--- src/rtl/mem_stage.sv ---
// Purpose : MEM pipeline stage with an EX/MEM register, a two-state data-memory access FSM and a MEM/WB register.
// Latency : 2 edges from ex_* to wb_* for non-memory ops; a memory op writes back on the edge where dmem_ack is seen.
// Backpr. : stall (combinational) holds upstream and the EX/MEM register while an access waits for dmem_ack.
//
// Ports   : clk, rst_n (async active-low)
//           ex_*           instruction from execute (valid, control bits, zero flag, alu result, store data, target, dest reg)
//           stall          hold upstream stages
//           pc_src         taken-branch redirect, branch_target = redirect address
//           dmem_*         data-memory request (req/we/addr/wdata) and response (rdata/ack)
//           wb_*           write-back outputs (valid, reg_write, write_reg, data)
//           stall_cycles   saturating stall-cycle counter, present only when MEM_STALL_CNT_EN is defined
module mem_stage (
   input  logic        clk,
   input  logic        rst_n,
   input  logic        ex_valid,
   input  logic        ex_mem_read,
   input  logic        ex_mem_write,
   input  logic        ex_reg_write,
   input  logic        ex_mem_to_reg,
   input  logic        ex_branch,
   input  logic        ex_zero,
   input  logic [15:0] ex_alu_result,
   input  logic [15:0] ex_write_data,
   input  logic [15:0] ex_branch_target,
   input  logic [2:0]  ex_write_reg,
   output logic        stall,
   output logic        pc_src,
   output logic [15:0] branch_target,
   output logic        dmem_req,
   output logic        dmem_we,
   output logic [15:0] dmem_addr,
   output logic [15:0] dmem_wdata,
   input  logic [15:0] dmem_rdata,
   input  logic        dmem_ack,
   output logic        wb_valid,
   output logic        wb_reg_write,
   output logic [2:0]  wb_write_reg,
   output logic [15:0] wb_data
`ifdef MEM_STALL_CNT_EN
   ,
   output logic [15:0] stall_cycles
`endif
);

   typedef enum logic {IDLE, ACCESS} state_t;

   typedef struct packed {
      logic        valid;
      logic        mem_read;
      logic        mem_write;
      logic        reg_write;
      logic        mem_to_reg;
      logic        branch;
      logic        zero;
      logic [15:0] alu_result;
      logic [15:0] write_data;
      logic [15:0] branch_target;
      logic [2:0]  write_reg;
   } mreg_t;

   typedef struct packed {
      logic        valid;
      logic        reg_write;
      logic [2:0]  write_reg;
      logic [15:0] data;
   } wbreg_t;

   state_t state_q, state_d;
   mreg_t  m_q, m_d, ex_in;
   wbreg_t wb_q, wb_d;
   logic   mem_op_in;

`ifdef MEM_STALL_CNT_EN
   logic [15:0] stall_cycles_q, stall_cycles_d;
`endif

   always_comb begin
      ex_in = '{valid:         ex_valid,
                mem_read:      ex_mem_read,
                mem_write:     ex_mem_write,
                reg_write:     ex_reg_write,
                mem_to_reg:    ex_mem_to_reg,
                branch:        ex_branch,
                zero:          ex_zero,
                alu_result:    ex_alu_result,
                write_data:    ex_write_data,
                branch_target: ex_branch_target,
                write_reg:     ex_write_reg};

      // dmem_ack is only meaningful while an access is outstanding
      stall     = (state_q == ACCESS) && !dmem_ack;
      mem_op_in = ex_valid && (ex_mem_read || ex_mem_write);

      m_d = stall ? m_q : ex_in;

      // The instruction captured on a non-stalled edge decides the next state,
      // so an acked access can chain straight into the next one.
      state_d = state_q;
      case (state_q)
         IDLE:    state_d = mem_op_in ? ACCESS : IDLE;
         ACCESS:  if (dmem_ack) state_d = mem_op_in ? ACCESS : IDLE;
         default: state_d = IDLE;
      endcase

      wb_d = wb_q;
      if (stall) begin
         wb_d.valid = 1'b0;
      end else begin
         wb_d.valid     = m_q.valid;
         wb_d.reg_write = m_q.valid & m_q.reg_write;
         wb_d.write_reg = m_q.write_reg;
         wb_d.data      = (m_q.mem_to_reg && state_q == ACCESS) ? dmem_rdata : m_q.alu_result;
      end

`ifdef MEM_STALL_CNT_EN
      stall_cycles_d = stall_cycles_q;
      if (stall && stall_cycles_q != 16'hFFFF) stall_cycles_d = stall_cycles_q + 16'd1;
`endif
   end

   always_ff @(posedge clk or negedge rst_n) begin
      if (!rst_n) begin
         state_q <= IDLE;
         m_q     <= '0;
         wb_q    <= '0;
`ifdef MEM_STALL_CNT_EN
         stall_cycles_q <= '0;
`endif
      end else begin
         state_q <= state_d;
         m_q     <= m_d;
         wb_q    <= wb_d;
`ifdef MEM_STALL_CNT_EN
         stall_cycles_q <= stall_cycles_d;
`endif
      end
   end

   // Request fields come straight from the held EX/MEM register, so they stay
   // stable for the whole access. A write wins when both read and write are set.
   assign dmem_req      = (state_q == ACCESS);
   assign dmem_we       = m_q.mem_write;
   assign dmem_addr     = m_q.alu_result;
   assign dmem_wdata    = m_q.write_data;

   assign pc_src        = m_q.valid & m_q.branch & m_q.zero;
   assign branch_target = m_q.branch_target;

   assign wb_valid      = wb_q.valid;
   assign wb_reg_write  = wb_q.reg_write;
   assign wb_write_reg  = wb_q.write_reg;
   assign wb_data       = wb_q.data;

`ifdef MEM_STALL_CNT_EN
   assign stall_cycles  = stall_cycles_q;
`endif

endmodule

--- config.mk ---
export PLATFORM = sky130hd
export DESIGN_NAME = mem_stage
export DESIGN_NICKNAME = d
export VERILOG_FILES = /design/src/rtl/mem_stage.sv
export SDC_FILE = /design/constraint.sdc
export NUM_CORES = 1
export LEC_CHECK = 0
export ABC_AREA = 1
export BUFFER_PORTS_ARGS = -buffer_cell sky130_fd_sc_hd__buf_4
export CORE_ASPECT_RATIO = 0.7
export CORE_MARGIN = 2
export CORE_UTILIZATION = 30
export CTS_CLUSTER_DIAMETER = 200
export CTS_CLUSTER_SIZE = 28
export DETAILED_ROUTE_END_ITERATION = 7
export GPL_TIMING_DRIVEN = 0
export HOLD_SLACK_MARGIN = 0.06
export PLACE_DENSITY = 0.63
export SYNTH_ARGS = -nofsm -noshare
export SYNTH_HDL_FRONTEND = slang
export SYNTH_SLANG_ARGS = --single-unit
--- constraint.sdc ---
create_clock -name clk -period 1.5 [get_ports clk]
set_input_delay 0.15 -clock clk [delete_from_list [all_inputs] [get_ports clk]]
set_output_delay 0.15 -clock clk [all_outputs]
set_load 0.01 [all_outputs]
Yosys cells after proc, flatten, opt, wreduce, memory -nomap -nowiden
Cells that the tools add are included.
- register bits after elaboration: 79
- input port bits: 77
- word-level logic and storage cells: 29
- multiplexer cells: 5
- bitwise operators: 4
- reductions and logical operators: 5
- operators with widths (cell ; number):
    $mux W16 ; 1
    $and A1 B1 Y1 ; 3
    $logic_and A1 B1 Y1 ; 3
    $mux W1 ; 3
    $pmux W1 S2 ; 1
    $logic_not A1 Y1 ; 1
    $logic_or A1 B1 Y1 ; 1
    $not A1 Y1 ; 1

Depth between registers and ports, before layout
Gate-level depths: netlist of run 1.
- word-level depth: 5
- gate-level depth with buffers: 6

Worst setup path after synthesis of run 1
Ideal clock, no wire load.
- kind: register -> register
- start point: register state_q, in the netlist dmem_req
- end point: register wb_q, in the netlist wb_data[10]
- data arrival time: 990 ps
- setup slack: 393 ps
- stages on the path, launching flop included: 7
- path through: dfrtp_1 buf_4 nand2_2 buf_4 nand2_1 nand3_1 nand2_1
- longest elaborated chain between the ends: 2
- elaborated cells on any way between the ends: 3
- ends and longest elaborated chain (what ; RTL line ; source):
    start, declared ; 68 ; state_t state_q, state_d;
    start signal, assigned ; 130 ; state_q <= state_d;
    $logic_and A1 B1 Y1 ; 112 ; wb_d.data = (m_q.mem_to_reg && state_q == ACCESS) ? dmem_rdata : m_q.alu_result;
    $mux W16 ; 112 ;
    end signal, assigned ; 132 ; wb_q <= wb_d;
    end, declared ; 70 ; wbreg_t wb_q, wb_d;
Parallel ways exist; a longest one is shown, timed or not.
A chain may end at the register's enable or synchronous reset.

Final worst setup path of run 1
- start point: register state_q, in the netlist dmem_req
- end point: output port stall
- longest elaborated chain between the ends: 1
- ends and longest elaborated chain (what ; RTL line ; source):
    $logic_and A1 B1 Y1 ; 91 ; stall = (state_q == ACCESS) && !dmem_ack;
    end, declared ; 26 ; output logic stall,
No other way between the ends.

==> impl_results.md, run 1 <==
- Commonest cells after routing, fill and taps aside: buf_4, nand2_1, dfrtp_1
- Routed via count: 3410
- Std cell rows: 33
- Area share of fa/ha/maj cells after synthesis: 0
- Worst Setup Slack post-DPL: 0.1782 ns
- Peak supply drop: 606.5 uV
- Total GRT Usage: 0.1629
- Multiplexer share of the synthesized area: 0
- Post-Synth XOR/XNOR Area: 0
- Cell area after synthesis: 3626 um2
- First-pass GRT wire length: 16.29 mm
- Final min period: 1.397 ns
- Post-Syn Nets: 512
- Worst Setup End Kind: primary output
- Status: complete, no violations
- Inst Count DP: 741
- Synth Area per Inst: 8.336 um2
- Sinks on Clock Net: 79
- Fraction of the mapped netlist area in compound gates: 0.02761
- Leak Pwr: 3.236 nW
- Setup Skew: 0.004000 ns
- Largest family of logic cells by synthesized area: simple AND/OR/NAND/NOR gates
- Most common cell after layout, fill and taps aside: buf_4
- Relative slew slack: 0.3124
- Detailed placement HPWL: 6.967 mm
- Hold Crit Class: primary input to flop
- 1st-pass router iterations: 4
- Final Cell Area: 5846 um2
- Clock root cell: clkbuf_16
- Register-to-register setup slack: 0.16 ns
- Worst-path fanout max: 15
- DR iter-0 viols: 133
- Final setup viols: 0
- Yosys reg bits: 79
- Layout Nets: 730
- Final std cells w/o fill: 815
- CP required: 1.35 ns
- Post-CTS Setup Bufs: 0
- DIE AREA: 13000 um2
- Largest net degree at the start of global routing: 80
- Port buffer count: 149
- Fillers: 1133
- Final core utilization: 0.4968
- Antenna cells: 0
- Tightest Pin Transition: 1.031 ns
- Num CTS Buffers: 9
- Final ANT Viol Nets: 0
- Vias in the first global route: 3352
- Crit path kind: flop to primary output
- Cells after synthesis: 435
- Max-cap viol count: 0
- Initial Utilization: 0.3081
- Worst-path clk slew: 0.06 ns
- Share of cells above drive strength 1: 0.3556
- Layout area overhead: 61.21%
- Simple logic cell fraction of the synthesized area: 0.2526
- Drt via density: 4.184
- Power per cell area: 1090 nW/um2
- # IOs: 150
- GR Overflow Total: 0
- Synth warn: 0
- Clock Path Buffers: 2
- TritonCTS clock tree: yes
- CORE AREA: 11770 um2
- CTS H-tree depth: 3
- Register area share after synthesis: 0.5452
- Die Wd: 135.4 um
- Multi-input logic area: 1016 um2
- Skew-Pair Late Insertion Delay: 0.33 ns
- Worst path arrival time: 1.25 ns
- Setup_tns: 0 ns
- Fin. Hold Viols: 0
- Type of origin of the critical path: flop
- RePlAce Congestion: 0.8115
- Die height: 95.98 um
- # DRC: 0
- Setup WS post-layout: 0.1027 ns
- RSZ-0062 raised after global routing: false
- Fin. max-slew vios: 0
- Drt total wl: 10.22 mm
- Fmax achieved: 715.7 MHz
- Final Cycle Share: 0.9315
- Register area: 1977 um2
- Cell variety after synth: 14
- Antenna violations before repair: 0
- Routed len/inst: 12.54 um
- Placed instance area: 4941 um2
## per-layer routing
layer | wire length (um) | up-vias | GRT usage
li1 | - | 1705 | -
met1 | 4758 | 1588 | 0.2182
met2 | 4770 | 104 | 0.2640
met3 | 578 | 13 | 0.04529
met4 | 115 | 0 | 0.03993
met5 | 0 | - | 0
## final timing paths
kind | startpoint | end | cells after the start
max | dmem_req | stall | 4
max reg2reg | dmem_req | dmem_addr[9] | 4
min reg2reg | m_q[2] | m_q[2] | 2
min | dmem_rdata[0] | wb_data[0] | 5
min in group asynchronous | rst_n | dmem_addr[2] | 2
max in group asynchronous | rst_n | wb_write_reg[1] | 2
## metrics by stage
| step | power [mW] | hold slack (ns) |
|---|---|---|
| floorplan | 3.261 | -0.1456 |
| global placement | 3.961 | 0.3512 |
| detailed placement | 3.988 | 0.3567 |
| CTS | 6.471 | 0.1119 |
| global route | 6.746 | 0.1274 |
| finish | 6.369 | 0.1260 |
## worst max-delay path: stages, from the launching register on
cell and delay, ns:
dfrtp_1 0.38, buf_4 0.18, nand2_4 0.13, inv_6 0.08, buf_4 0.15
## repair_timing
action | CTS | global route
endpoints found under the setup margin | 1 | 1
endpoints found under the hold margin | 137 | 0
gates resized for setup | 1 | 1
hold buffers | 59 | 0
## where the power goes
part | internal, mW | total [mW] | leakage, nW | switching (mW)
registers | 2.39 | 2.53 | 0.945 | 0.145
clock network | 1.45 | 2.30 | 0.148 | 0.849
logic | 0.845 | 1.54 | 2.14 | 0.691
## cell families after synthesis
family / count (synthesis)
and+or+nand+nor: 230
buffers and inverters: 106
DFF: 79
AOI/OAI and AO/OA: 20
## cells in the mapped netlist
cell | count | area share
nand2_1 | 193 | 0.20
dfrtp_1 | 79 | 0.55
buf_4 | 50 | 0.10
inv_1 | 36 | 0.037
nand3_1 | 33 | 0.046
o21ai_0 | 20 | 0.028
buf_2 | 14 | 0.019
buf_6 | 4 | 0.012
clkbuf_1 | 1 | 0.0010
inv_2 | 1 | 0.0010
nand2_2 | 1 | 0.0017
nand2_4 | 1 | 0.0031
nor2_1 | 1 | 0.0010
nor3_1 | 1 | 0.0014
## layout make-up
class / instances / share of cell area
Sequential cell: 79 / 0.3382
Timing Repair Buffer: 208 / 0.2924
Multi-Input combinational cell: 250 / 0.1738
Buffer: 68 / 0.08369
Clock buffer: 10 / 0.03917
Tap cell: 157 / 0.03360
Inverter: 37 / 0.02461
Clock inverter: 6 / 0.01455
(Power assumes the default switching activity.)
==> run 2, diff against run 1 <==
==> constraint.sdc (replaced) <==
create_clock -name clk -period 1.4 [get_ports clk]
set_input_delay 0.14 -clock clk [delete_from_list [all_inputs] [get_ports clk]]
set_output_delay 0.14 -clock clk [all_outputs]
set_load 0.01 [all_outputs]
==> run 2 against run 1 <==
Effect of this change:
- global-route usage rose by 0.20 points
- clock skew about the same
- critical path depth stayed put
- non-clock buffer count up 3
- register-to-register slack lost 0.05 ns
- first-iteration DRC count shrank 11%
- clock power rose by 7%
- clock-buffer cell count stayed put
- worst setup slack got worse by 0.047 ns
- power is 7.6% higher
==> impl_results.md, run 2 (synthesis results as in run 1) <==
- Num CTS Buffers: 9 (unchanged)
- Largest net degree at the start of global routing: 80 (unchanged)
- Vias in the first global route: 3380 (+0.84%)
- First-pass GRT wire length: 16.46 mm (+1.1%)
- RSZ-0062 raised after global routing: false
- Initial Utilization: 0.3081 (unchanged)
- Drt via density: 4.189 (+0.13%)
- Sinks on Clock Net: 79 (unchanged)
- Worst Setup Slack post-DPL: 0.07818 ns (-0.1000 ns)
- # DRC: 0 (unchanged)
- Worst path arrival time: 1.20 ns (-0.05 ns)
- Die height: 95.98 um (unchanged)
- Total GRT Usage: 0.1648 (+0.001957)
- Reg2reg start: dmem_req
- Total Power: 6.851 mW (+7.6%)
- Status: complete, no violations
- Std cell rows: 33 (unchanged)
- Switching power: 1.818 mW (+7.9%)
- Antenna violations before repair: 0 (unchanged)
- Worst Setup End Kind: primary output
- P_int: 5.032 mW (+7.5%)
- Hold EP: wb_data[14]
- 1st-pass router iterations: 4 (unchanged)
- Skew-Pair Late Insertion Delay: 0.33 ns (about the same)
- FF-to-FF path depth: 6 (+2)
- Fmax achieved: 743.8 MHz
- Hold_sp: dmem_rdata[14]
- Detailed placement HPWL: 6.967 mm (unchanged)
- Relative slew slack: 0.5027 (+0.1903)
- Final setup viols: 0 (unchanged)
- # IOs: 150 (unchanged)
- Final ANT Viol Nets: 0 (unchanged)
- Worst-path clk slew: 0.06 ns (about the same)
- Fin. Hold Viols: 0 (unchanged)
- RePlAce Congestion: 0.8115 (unchanged)
- Max-cap viol count: 0 (unchanged)
- Worst-path fanout max: 6 (-9)
- Fin. max-slew vios: 0 (unchanged)
- Clock root cell: clkbuf_16
- Hold Path Depth: 5 (unchanged)
- Final min period: 1.344 ns
- Combinational share of power: 0.243 (+0.002)
- Peak supply drop: 650.7 uV (+7.3%)
- Fillers: 1133 (unchanged)
- Most common cell after layout, fill and taps aside: buf_4
- TritonCTS clock tree: yes
- Part of the power in the clock network: 0.360 (about the same)
- Routed len/inst: 12.69 um (+1.2%)
- Power per cell area: 1163 nW/um2 (+6.8%)
- Leak Pwr: 3.253 nW (+0.56%)
- Clock Path Buffers: 2 (unchanged)
- GR Overflow Total: 0 (unchanged)
- Final core utilization: 0.5005 (+0.003721)
- DR iter-0 viols: 118 (-11%)
- Port buffer count: 149 (unchanged)
- Setup Skew: 0.003745 ns (-0.0002555 ns)
- Hold Crit Class: primary input to flop
- Commonest cells after routing, fill and taps aside: buf_4, nand2_1, dfrtp_1
- Final Cycle Share: 0.9603
- R2r endpoint: wb_data[11]
- Routed via count: 3427 (+0.50%)
- Share of cells above drive strength 1: 0.3585 (+0.002925)
- Setup WS post-layout: 0.05551 ns (-0.04722 ns)
- Layout Nets: 733 (+0.41%)
- Die Wd: 135.4 um (unchanged)
- Crit path kind: flop to primary output
- DIE AREA: 13000 um2 (unchanged)
- Type of origin of the critical path: flop
- Register-to-register setup slack: 0.11 ns (-0.05 ns)
- Switching share of power: 0.2654 (+0.0007549)
- Layout area overhead: 62.42%
- Setup_tns: 0 ns (unchanged)
- Seq pwr share: 0.396 (-0.002)
- CORE AREA: 11770 um2 (unchanged)
- Drt total wl: 10.38 mm (+1.6%)
- Antenna cells: 0 (unchanged)
- CP required: 1.26 ns (-0.09 ns)
- CTS H-tree depth: 3 (unchanged)
- Tightest Pin Transition: 0.7460 ns (-0.2855 ns)
run 2: power by group through the flow:
stage          sequential (mW)  combinational, mW  clock, mW
2_1_floorplan             2.77              0.728          0
4_1_cts                   2.71               1.69       2.56
5_1_grt                   2.75               1.84       2.66
3_5_place_dp              2.75               1.53          0
3_3_place_gp              2.74               1.50          0
6_report                  2.72               1.67       2.47
run 2: layout make-up:
cell class                 count  area [um2]  share of cell area
buffer                        68       500.5             0.08498
clock buffer                  10       229.0             0.03888
clock inverter                 6       85.08             0.01445
inverter                      37       141.4             0.02401
multi-input combinational    250        1025              0.1740
sequential                    79        1977              0.3357
tap                          157       196.4             0.03335
timing repair buffer         211        1735              0.2947
run 2: through the flow:
stage               instance area, um2  hold slack (ns)  std cells
floorplan                         3626          -0.1556        435
global placement                  4941           0.3412        741
detailed placement                4941           0.3467        741
CTS                               5893           0.1019        819
global route                      5889           0.1174        818
finish                            5889           0.1160        818
run 2: worst max path at each step:
stage,endpoint,from,slack (ns),depth (start not counted)
after global placement,stall,dmem_req,0.12,5
final,stall,dmem_req,0.06,4
after detailed placement,dmem_addr[9],dmem_req,0.08,4
after global routing,stall,dmem_req,0.003,4
after CTS,stall,dmem_req,0.01,5
after floorplan,wb_data[10],dmem_req,0.29,6
run 2: layer usage:
metal  share of wire  up-vias  wire length (um)  GRT usage
li1                -     1710                 -          -
met1            0.47     1597              4848     0.2209
met2            0.47      105              4862     0.2678
met3           0.053       15               548    0.04529
met4           0.012        0               121    0.03993
met5               0        -                 0          0
run 2: timing repair:
action | 4_1_cts | 5_1_grt
resized for setup | 6 | 2
endpoints found under the hold margin | 137 | 0
hold buffers | 59 | 0
setup buffers | 3 | 0
endpoints found under the setup margin | 1 | 30
run 2: worst max-delay path, stage by stage, from the launching register on:
cell and delay [ns]:
dfrtp_1 0.46, nand2_8 0.12, inv_4 0.05, buf_8 0.12, buf_4 0.13
